--- config.mk ---
export PLATFORM = sky130hd
export DESIGN_NAME = sensor_conditioner_flat
export DESIGN_NICKNAME = d
export VERILOG_FILES = /design/src/rtl/sensor_conditioner_if.sv /design/src/rtl/sensor_conditioner.sv /design/src/flat_wrapper.sv
export SDC_FILE = /design/constraint.sdc
export NUM_CORES = 1
export LEC_CHECK = 0
export ABC_CLOCK_PERIOD_IN_PS = 4830
export BUFFER_PORTS_ARGS = -buffer_cell sky130_fd_sc_hd__buf_4
export CAP_MARGIN = 10
export CELL_PAD_IN_SITES_DETAIL_PLACEMENT = 0
export CELL_PAD_IN_SITES_GLOBAL_PLACEMENT = 1
export CORE_UTILIZATION = 30
export CTS_BUF_LIST = sky130_fd_sc_hd__clkbuf_4 sky130_fd_sc_hd__clkbuf_8
export DETAILED_ROUTE_END_ITERATION = 10
export HOLD_SLACK_MARGIN = 0.05
export PLACE_DENSITY = 0.62
export SLEW_MARGIN = 15
export SYNTH_ARGS = -nofsm -noshare
export SYNTH_HDL_FRONTEND = slang
export SYNTH_SLANG_ARGS = --single-unit
--- constraint.sdc ---
create_clock -name clk -period 4.83 [get_ports clk]
set_input_delay 0.483 -clock clk [delete_from_list [all_inputs] [get_ports clk]]
set_output_delay 0.483 -clock clk [all_outputs]
set_load 0.005 [all_outputs]
--- src/rtl/sensor_conditioner_if.sv ---
// Sample/threshold inputs and conditioned outputs of the sensor conditioner.
// master = producer of samples and thresholds, slave = the conditioner itself.
interface sensor_conditioner_if;
    logic [7:0] m_sample;
    logic       m_valid;
    logic [7:0] l_sample;
    logic       l_valid;
    logic [7:0] m_thresh_1;
    logic [7:0] m_thresh_2;
    logic [7:0] l_dawn;
    logic [7:0] l_day;
    logic       m_dry_1;
    logic       m_dry_2;
    logic [1:0] l_phase;
    logic [7:0] m_avg;
    logic [7:0] l_avg;
    logic       m_upd;
    logic       l_upd;

    modport master (
        output m_sample, m_valid, l_sample, l_valid,
               m_thresh_1, m_thresh_2, l_dawn, l_day,
        input  m_dry_1, m_dry_2, l_phase, m_avg, l_avg, m_upd, l_upd
    );

    modport slave (
        input  m_sample, m_valid, l_sample, l_valid,
               m_thresh_1, m_thresh_2, l_dawn, l_day,
        output m_dry_1, m_dry_2, l_phase, m_avg, l_avg, m_upd, l_upd
    );
endinterface

--- src/rtl/sensor_conditioner.sv ---
// Boxcar averaging of moisture/light ADC samples, hysteretic dryness flags
// and a day-phase classifier feeding the irrigation controller.

module sc_boxcar #(
    parameter int AVG_LOG2 = 2
) (
    input  logic       clk,
    input  logic       rst,
    input  logic [7:0] i_sample,
    input  logic       i_valid,
    output logic       o_done,
    output logic [7:0] o_avg
);
    localparam int AW = 8 + AVG_LOG2;
    localparam int CW = (AVG_LOG2 > 0) ? AVG_LOG2 : 1;

    logic [AW-1:0] r_acc;
    logic [CW-1:0] r_cnt;
    logic [AW-1:0] w_sum;
    logic          w_last;

    // Sum of a full window always fits in 8+AVG_LOG2 bits, so no overflow.
    assign w_sum  = r_acc + AW'(i_sample);
    assign w_last = (r_cnt == CW'((1 << AVG_LOG2) - 1));
    assign o_done = i_valid && w_last;
    assign o_avg  = 8'(w_sum >> AVG_LOG2);

    always_ff @(posedge clk) begin
        if (rst) begin
            r_acc <= '0;
            r_cnt <= '0;
        end else if (i_valid) begin
            if (w_last) begin
                r_acc <= '0;
                r_cnt <= '0;
            end else begin
                r_acc <= w_sum;
                r_cnt <= r_cnt + CW'(1);
            end
        end
    end
endmodule

module sensor_conditioner #(
    parameter int AVG_LOG2 = 2,
    parameter int HYST     = 8
) (
    input  logic                 clk,
    input  logic                 rst,
    sensor_conditioner_if.slave  bus
);
    typedef enum logic [1:0] {NIGHT = 2'b00, DAWN = 2'b01, DAY = 2'b10, DUSK = 2'b11} phase_t;

    logic [1:0][7:0] w_samp;
    logic [1:0][7:0] w_avg;
    logic [1:0]      w_vld;
    logic [1:0]      w_done;

    // Channel 0 = moisture, channel 1 = light.
    assign w_samp = {bus.l_sample, bus.m_sample};
    assign w_vld  = {bus.l_valid, bus.m_valid};

    genvar g;
    generate
        for (g = 0; g < 2; g++) begin : g_ch
            sc_boxcar #(.AVG_LOG2(AVG_LOG2)) u_avg (
                .clk      (clk),
                .rst      (rst),
                .i_sample (w_samp[g]),
                .i_valid  (w_vld[g]),
                .o_done   (w_done[g]),
                .o_avg    (w_avg[g])
            );
        end
    endgenerate

    logic       r_m_dry_1, r_m_dry_2, r_m_upd, r_l_upd;
    logic [7:0] r_m_avg, r_l_avg;
    phase_t     r_phase, w_phase_nxt;

    // 9-bit sums: a threshold near 255 plus HYST cannot wrap, so the flag sticks.
    logic w_m_clr_1, w_m_clr_2;
    assign w_m_clr_1 = {1'b0, w_avg[0]} > ({1'b0, bus.m_thresh_1} + 9'(HYST));
    assign w_m_clr_2 = {1'b0, w_avg[0]} > ({1'b0, bus.m_thresh_2} + 9'(HYST));

    logic [8:0] w_l_hi;
    logic       w_ge_dawn, w_ge_day, w_lt_dawn, w_lt_day;
    assign w_l_hi    = {1'b0, w_avg[1]} + 9'(HYST);
    assign w_ge_dawn = w_avg[1] >= bus.l_dawn;
    assign w_ge_day  = w_avg[1] >= bus.l_day;
    assign w_lt_dawn = w_l_hi < {1'b0, bus.l_dawn};
    assign w_lt_day  = w_l_hi < {1'b0, bus.l_day};

    always_ff @(posedge clk) begin
        if (rst) begin
            r_m_dry_1 <= 1'b0;
            r_m_dry_2 <= 1'b0;
            r_m_avg   <= '0;
            r_l_avg   <= '0;
            r_m_upd   <= 1'b0;
            r_l_upd   <= 1'b0;
        end else begin
            r_m_upd <= w_done[0];
            r_l_upd <= w_done[1];
            if (w_done[0]) begin
                r_m_avg <= w_avg[0];
                if (w_avg[0] <= bus.m_thresh_1)  r_m_dry_1 <= 1'b1;
                else if (w_m_clr_1)              r_m_dry_1 <= 1'b0;
                if (w_avg[0] <= bus.m_thresh_2)  r_m_dry_2 <= 1'b1;
                else if (w_m_clr_2)              r_m_dry_2 <= 1'b0;
            end
            if (w_done[1]) r_l_avg <= w_avg[1];
        end
    end

    always_ff @(posedge clk) begin
        if (rst) r_phase <= NIGHT;
        else     r_phase <= w_phase_nxt;
    end

    // At most one step per window so DAWN is always visible between NIGHT and DAY.
    always_comb begin
        w_phase_nxt = r_phase;
        if (w_done[1]) begin
            case (r_phase)
                NIGHT: if (w_ge_dawn) w_phase_nxt = DAWN;
                DAWN: begin
                    if (w_ge_day)       w_phase_nxt = DAY;
                    else if (w_lt_dawn) w_phase_nxt = NIGHT;
                end
                DAY:   if (w_lt_day) w_phase_nxt = DUSK;
                DUSK: begin
                    if (w_lt_dawn)     w_phase_nxt = NIGHT;
                    else if (w_ge_day) w_phase_nxt = DAY;
                end
                default: w_phase_nxt = NIGHT;
            endcase
        end
    end

    assign bus.m_dry_1 = r_m_dry_1;
    assign bus.m_dry_2 = r_m_dry_2;
    assign bus.m_avg   = r_m_avg;
    assign bus.l_avg   = r_l_avg;
    assign bus.m_upd   = r_m_upd;
    assign bus.l_upd   = r_l_upd;
    assign bus.l_phase = r_phase;
endmodule

--- src/flat_wrapper.sv ---
// flat-port wrapper written by rule: the top's interface ports become plain ports
module sensor_conditioner_flat 
#(
    parameter int AVG_LOG2 = 2,
    parameter int HYST     = 8
)
  (clk, rst, bus_m_sample, bus_m_valid, bus_l_sample, bus_l_valid, bus_m_thresh_1, bus_m_thresh_2, bus_l_dawn, bus_l_day, bus_m_dry_1, bus_m_dry_2, bus_l_phase, bus_m_avg, bus_l_avg, bus_m_upd, bus_l_upd);
  sensor_conditioner_if bus_i ();
  input  logic clk;
  input  logic rst;
  input wire logic [$bits(bus_i.m_sample)-1:0] bus_m_sample;
  input wire logic [$bits(bus_i.m_valid)-1:0] bus_m_valid;
  input wire logic [$bits(bus_i.l_sample)-1:0] bus_l_sample;
  input wire logic [$bits(bus_i.l_valid)-1:0] bus_l_valid;
  input wire logic [$bits(bus_i.m_thresh_1)-1:0] bus_m_thresh_1;
  input wire logic [$bits(bus_i.m_thresh_2)-1:0] bus_m_thresh_2;
  input wire logic [$bits(bus_i.l_dawn)-1:0] bus_l_dawn;
  input wire logic [$bits(bus_i.l_day)-1:0] bus_l_day;
  output wire logic [$bits(bus_i.m_dry_1)-1:0] bus_m_dry_1;
  output wire logic [$bits(bus_i.m_dry_2)-1:0] bus_m_dry_2;
  output wire logic [$bits(bus_i.l_phase)-1:0] bus_l_phase;
  output wire logic [$bits(bus_i.m_avg)-1:0] bus_m_avg;
  output wire logic [$bits(bus_i.l_avg)-1:0] bus_l_avg;
  output wire logic [$bits(bus_i.m_upd)-1:0] bus_m_upd;
  output wire logic [$bits(bus_i.l_upd)-1:0] bus_l_upd;
  assign bus_i.m_sample = bus_m_sample;
  assign bus_i.m_valid = bus_m_valid;
  assign bus_i.l_sample = bus_l_sample;
  assign bus_i.l_valid = bus_l_valid;
  assign bus_i.m_thresh_1 = bus_m_thresh_1;
  assign bus_i.m_thresh_2 = bus_m_thresh_2;
  assign bus_i.l_dawn = bus_l_dawn;
  assign bus_i.l_day = bus_l_day;
  assign bus_m_dry_1 = bus_i.m_dry_1;
  assign bus_m_dry_2 = bus_i.m_dry_2;
  assign bus_l_phase = bus_i.l_phase;
  assign bus_m_avg = bus_i.m_avg;
  assign bus_l_avg = bus_i.l_avg;
  assign bus_m_upd = bus_i.m_upd;
  assign bus_l_upd = bus_i.l_upd;
  sensor_conditioner #(.AVG_LOG2(AVG_LOG2), .HYST(HYST)) u_core (.clk(clk), .rst(rst), .bus(bus_i));
endmodule
Yosys cells after proc, flatten, opt, wreduce, memory -nomap -nowiden --
Index checks and enable logic that the tools add are counted.
Operators by class: add/sub/neg operators 7, $lt $le $gt $ge 8, eq/ne operators 9, mux-type cells 15, reduce and logical (&&, ||, !) cells 8
Operator list (count):
- 8-bit by 4-bit adder with 9-bit output (second input constant) | 3
- 10-bit by 8-bit adder with 10-bit output | 2
- 10-bit two-way mux | 2
- 8-bit by 9-bit greater-than comparator with 1-bit output | 2
- 9-bit by 8-bit < comparator with 1-bit output | 2
- 8-bit greater-or-equal comparator | 2
- 8-bit <= comparator | 2
- 2-bit two-way mux | 8
- 2-bit equality test (second input constant) | 4
- 2-bit one-hot mux with 4 select lines | 1
- 3-bit by 1-bit != test with 1-bit output (second input constant) | 2
- 5-bit AND reduction | 1
- 2-bit by 1-bit adder with 2-bit output (second input constant) | 2
- 1-bit two-way mux | 4
- 2-bit by 1-bit != test with 1-bit output (second input constant) | 2
- 2-bit AND reduction | 2
- 2-bit nonzero test | 2
- 2-bit by 1-bit equality test with 1-bit output (second input constant) | 1
- 1-bit logical AND | 2
- 2-bit zero test | 1
Storage, ports and cells: output and inout bits 22, bits of input ports 52, logic and storage cells 58, register bits after elaboration 46

Logic depth before layout (Yosys ltp) --
depth in word-level cells 6, depth in mapped cells 16, gate-level depth less buffers 16

Modules after synthesis --
Synthesis repeated with hierarchy kept, for this count alone.
Unflattened totals: cell total of the unflattened synthesis 475, area total of the unflattened synthesis 4018.9 um2
Modules (own cells, without submodules):
- sensor_conditioner | cells each 268, times used 1, sequential area each 440.4 um2, area each 2207.1 um2
- sc_boxcar at u_core.g_ch[0].u_avg | cells each 109, times used 1, sequential area each 240.2 um2, area each 937.1 um2
- sc_boxcar at u_core.g_ch[1].u_avg | cells each 98, times used 1, sequential area each 240.2 um2, area each 874.6 um2

Worst setup path after synthesis --
Ideal clock, no wire load.
kind input port to flip-flop, from input port bus_l_sample[0], to register u_core.r_phase[0] (netlist: u_core.bus.l_phase[0]), buffers on the path 0, setup time 0.067 ns, data required time 4.763 ns, stages 16, data arrival time 3.617 ns, path slack 1.146 ns, cell sequence ha_1 fa_1 a211oi_1 o21bai_1 a21oi_1 xnor2_1 ha_1 xor2_1 ha_1 a21oi_1 nor2b_1 o21ai_0 o311ai_0 a211o_1 a41oi_2 a2bb2oi_2
Between the ends: longest elaborated chain between the ends 5, elaborated cells on any way between the ends 14, those cells by class 2 x add/sub; 4 x order compare; 4 x eq/ne; 3 x mux; 1 x reduce/logical
RTL lines:
- from (decl) | line flat_wrapper.sv:13 | input wire logic [$bits(bus_i.l_sample)-1:0] bus_l_sample;
- 10-bit by 8-bit adder with 10-bit output * | line sensor_conditioner.sv:23 | assign w_sum = r_acc + AW'(i_sample);
- net u_core.g_ch[1].u_avg.o_avg[4] | line sensor_conditioner.sv:12 | output logic [7:0] o_avg
- 8-bit by 4-bit adder with 9-bit output | line sensor_conditioner.sv:88 | assign w_l_hi = {1'b0, w_avg[1]} + 9'(HYST);
- 9-bit by 8-bit < comparator with 1-bit output, on equally long branches | line sensor_conditioner.sv:91, sensor_conditioner.sv:92
- 3-bit by 1-bit != test with 1-bit output (no source line), or another cell as far along
- 5-bit AND reduction (no source line) / 2-bit one-hot mux with 4 select lines (equally long branches)
- to (signal assigned) | line sensor_conditioner.sv:118 | else r_phase <= w_phase_nxt;
- to (decl) | line sensor_conditioner.sv:79 | phase_t r_phase, w_phase_nxt;
The timed path passes the listed nets; every way through them passes the cells marked *. A chain may end at the register's enable or synchronous reset.

Worst setup path after layout --
from register u_core.g_ch[1].u_avg.r_acc[0], to register u_core.r_phase[0] (netlist: u_core.bus.l_phase[0])
Between the ends: longest elaborated chain between the ends 5, elaborated cells on any way between the ends 14, those cells by class 2 x add/sub; 4 x order compare; 4 x eq/ne; 3 x mux; 1 x reduce/logical
RTL lines:
- from (decl) | line sensor_conditioner.sv:17 | logic [AW-1:0] r_acc;
- from (signal assigned) | line sensor_conditioner.sv:37 | r_acc <= w_sum;
- 10-bit by 8-bit adder with 10-bit output * | line sensor_conditioner.sv:23
- net u_core.g_ch[1].u_avg.o_avg[4] | line sensor_conditioner.sv:12
- 8-bit by 4-bit adder with 9-bit output | line sensor_conditioner.sv:88
- 9-bit by 8-bit < comparator with 1-bit output, on equally long branches | line sensor_conditioner.sv:91, sensor_conditioner.sv:92
- 3-bit by 1-bit != test with 1-bit output (no source line), or another cell as far along
- 5-bit AND reduction (no source line) / 2-bit one-hot mux with 4 select lines (equally long branches)
Marked as above.

==> results by group <==
Outcome
  • Status: finished clean

Hold path
  • Hold_sp: u_core.bus.l_avg[5]
  • Worst Hold Depth: 2
  • Hold EP: u_core.bus.l_avg[5]
  • HP Class: reg2reg

Routing
  • Via count: 3,615
  • Via-per-instance ratio: 4.96
  • DRC violations left: 0
  • ANT nets after route: 0
  • Initial DRC count: 190
  • Routed WL: 10,700 um
  • Routed wire per std cell: 14.7 um
  • Pre-antenna DRT Iters: 4

Power
  • Total power draw: 1.39 mW
  • Leak: 2.30 nW
  • Switching share of power: 0.381
  • P_int: 0.859 mW
  • Max VDD drop: 0.000109 V
  • Seq pwr share: 0.301
  • Sw power: 0.529 mW
  • PwrDens: 289 nW/um^2
  • Clock group share of total power: 0.222
  • Combinational power share: 0.477

STA
  • Max Clk Rate: 0.259 GHz
  • Period minus WS final: 3.86 ns
  • Slew headroom: 0.482
  • Fin crit share: 0.800
  • RSZ-0062 raised after global routing: false
  • Max-slew violations: 0
  • Least-Margin Pin Slew: 0.772 ns
  • Final hold viol count: 0
  • Sum Neg Setup Slack: 0 ns
  • Final setup skew: 0.00819 ns
  • Final setup viols: 0

Yosys
  • Yosys warns: 0
  • Synth Area in Compound Gates: 0.218
  • EDFF count, synth: 0
  • Top_reg_cell synth: dfxtp_1
  • Async SR Flop Fraction: 0
  • Post-synth cell types: 58
  • Post-Synth Simple-Gate Area: 0.191
  • Cells after synthesis: 489
  • Synthesized area per cell: 8.16 um^2
  • Multiplexer share of the synthesized area: 0.0125
  • Post-Syn Nets: 615
  • Register area share after synthesis: 0.231
  • Synth Area in Adders: 0.236
  • Post-synthesis register bit count: 46
  • Main combinational cell family by area after synthesis: adder cells
  • Post-synthesis xor/xnor area fraction: 0.0546
  • Synth Cell Area: 3990 um^2

Clocking
  • Clock sink total: 46
  • Post-CTS Hold Buffers: 0
  • Clk Latency, worst-skew pair: 0.31 ns
  • Post_cts resized: 0
  • CTS root buf: clkbuf_8
  • Clock transition at path regs: 0.09 ns
  • Clock Path Buffers: 2
  • Clock buffer count from CTS: 5
  • Postcts setup bufs: 0
  • CTS tree: yes
  • CTS H-tree lvls: 2

Cells and area
  • Post-route insts no fill: 729
  • Share of cells above drive strength 1: 0.165
  • Final #Nets: 682
  • Fillcell total: 1,333
  • Commonest cells after routing, fill and taps aside: buf_4, ha_1, dfxtp_1, a21oi_1
  • Area of the multi-input gates: 2840 um^2
  • Most common cell after layout, fill and taps aside: buf_4
  • Final Cell Area: 4810 um^2
  • Diode count: 0
  • Register area: 921 um^2
  • Area Overhead vs Synth: 20.6%

Critical path
  • Worst R2R Start: u_core.g_ch[1].u_avg.r_acc[0]
  • R2R Setup Slk: 0.97 ns
  • Worst Path Max Fanout: 4
  • Max stage delay on crit path: 0.43 ns
  • Crit start category: register
  • Worst path slowest cell: fa_1
  • Critical Path, Cell by Cell: ha_1 > fa_1 > a211oi_1 > o21bai_1 > a21oi_1 > xnor2_1 > ha_1 > xor2_1 > ha_1 > a21oi_1 > nor2b_1 > o21ai_0 > o311ai_0 > a211o_1 > a41oi_2 > a2bb2oi_2
  • Critical Path Start: u_core.g_ch[1].u_avg.r_acc[0]
  • Critical path arrival: 4.11 ns
  • Crit. End Element: register
  • CP dominant cell by count: ha_1
  • Critical path required time: 5.07 ns
  • Crit path buf inv count: 0
  • R2R depth: 16
  • WS Path Type: reg2reg
  • Worst reg2reg path endpoint: u_core.bus.l_phase[0]
  • Delay-heaviest family, CP: compound AO/OA/AOI/OAI gates
  • Crit path depth: 16

Placement
  • Dpl cell area: 4700 um^2
  • Placer congestion estimate: 0.809
  • IO Port Bufs: 73
  • Hpwl dp: 8330 um
  • Placed Cells: 721

Global routing
  • First-pass GRT wire length: 17,800 um
  • Gr busiest metal: met2
  • Met1 usage: 0.213
  • Overflow after GRT: 0
  • Antenna violations before repair: 0
  • Met2 Resource Use GR: 0.267
  • Pin count of the biggest net entering global routing: 52
  • Met3 GRT Util: 0.0229
  • Vias in the first global route: 3,584
  • Gr usage total: 0.159

Floorplanning
  • Initial core utilization: 0.312
  • Area of the die: 13,800 um^2
  • Core Rows: 41
  • Die width: 117 um
  • Die extent in y: 117 um
  • Core ar.: 12,800 um^2
  • Ports: 74

Flow run
  • Max-cap violations: 0
[area by class of cell]
| cell class | instances | share of cell area |
|---|---|---|
| multi-input cells | 385 | 0.590 |
| flip-flops and latches | 46 | 0.191 |
| repair buffers | 74 | 0.115 |
| well taps | 172 | 0.0447 |
| inverters | 44 | 0.0343 |
| clock buffers | 7 | 0.0174 |
| clock inverters | 1 | 0.00624 |
[flip-flops by register name, indices dropped and copies added, names as in the netlist]
name,flops
u_core.g_ch.u_avg.r_cnt,4
u_core.bus.m_avg,8
u_core.bus.m_dry_2,1
u_core.bus.l_avg,8
u_core.bus.l_upd,1
u_core.bus.m_upd,1
u_core.bus.l_phase,2
u_core.bus.m_dry_1,1
u_core.g_ch.u_avg.r_acc,20
[per-layer routing]
metal | routed length (um) | vias up
met3 | 321 | 5
met4 | 85 | 0
met5 | 0 | -
met1 | 5370 | 1665
li1 | - | 1887
met2 | 4930 | 58
[power by group through the flow]
stage	Clock, mW	Combinational (mW)	Sequential [mW]
floorplan	0	0.480	0.422
global placement	0	0.655	0.427
detailed placement	0	0.663	0.427
CTS	0.321	0.668	0.418
global route	0.331	0.759	0.421
finish	0.308	0.662	0.418
[Yosys cell counts, types with 5 or more instances]
cell | n | area [um^2]
nor3_1 | 10 | 50.1
o21bai_1 | 5 | 37.5
a211oi_1 | 5 | 37.5
mux2i_1 | 5 | 50.1
o31ai_1 | 5 | 37.5
a22oi_1 | 6 | 45.0
a31oi_1 | 5 | 31.3
nand3_1 | 12 | 60.1
nor2_1 | 44 | 165
o21a_1 | 9 | 67.6
clkbuf_1 | 13 | 48.8
xor2_1 | 5 | 43.8
nand2b_1 | 6 | 37.5
a21oi_1 | 45 | 225
nor2b_1 | 15 | 93.8
a21o_1 | 12 | 90.1
xnor2_1 | 18 | 158
o21ai_0 | 17 | 85.1
dfxtp_1 | 46 | 921
inv_1 | 44 | 165
ha_1 | 72 | 901
nand2_1 | 36 | 135
[tightest hold or removal path, delay by kind of cell (launching register included)]
kind | cells | cell delay, ns
flip-flops | 1 | 0.32
AND/OR/NAND/NOR | 1 | 0.05
AO/OA/AOI/OAI | 1 | 0.05
[how the worst max path moves through the flow]
stage,slack (ns),to
final,0.97,u_core.bus.l_phase[0]
after global routing,0.63,u_core.bus.l_phase[1]
after CTS,0.96,u_core.bus.l_phase[0]
after detailed placement,0.67,u_core.bus.l_phase[0]
after global placement,0.74,u_core.bus.l_phase[1]
after floorplan,1.15,u_core.bus.l_phase[0]
[kinds of logic after synthesis]
family / Yosys count
flops: 46
xor+xnor: 24
mux: 5
simple gates: 149
compound gates: 133
fa+ha+maj: 74
buf+inv: 58
[stage by stage]
| stage | hold slack [ns] | utilization | worst slack [ns] |
|---|---|---|---|
| after floorplan | 0.453 | - | 1.15 |
| after global placement | 0.444 | 0.368 | 0.743 |
| after detailed placement | 0.447 | 0.368 | 0.674 |
| after CTS | 0.460 | 0.377 | 0.955 |
| after global routing | 0.493 | 0.377 | 0.629 |
| final | 0.458 | 0.377 | 0.967 |
Power figures use the tool's default switching activity.
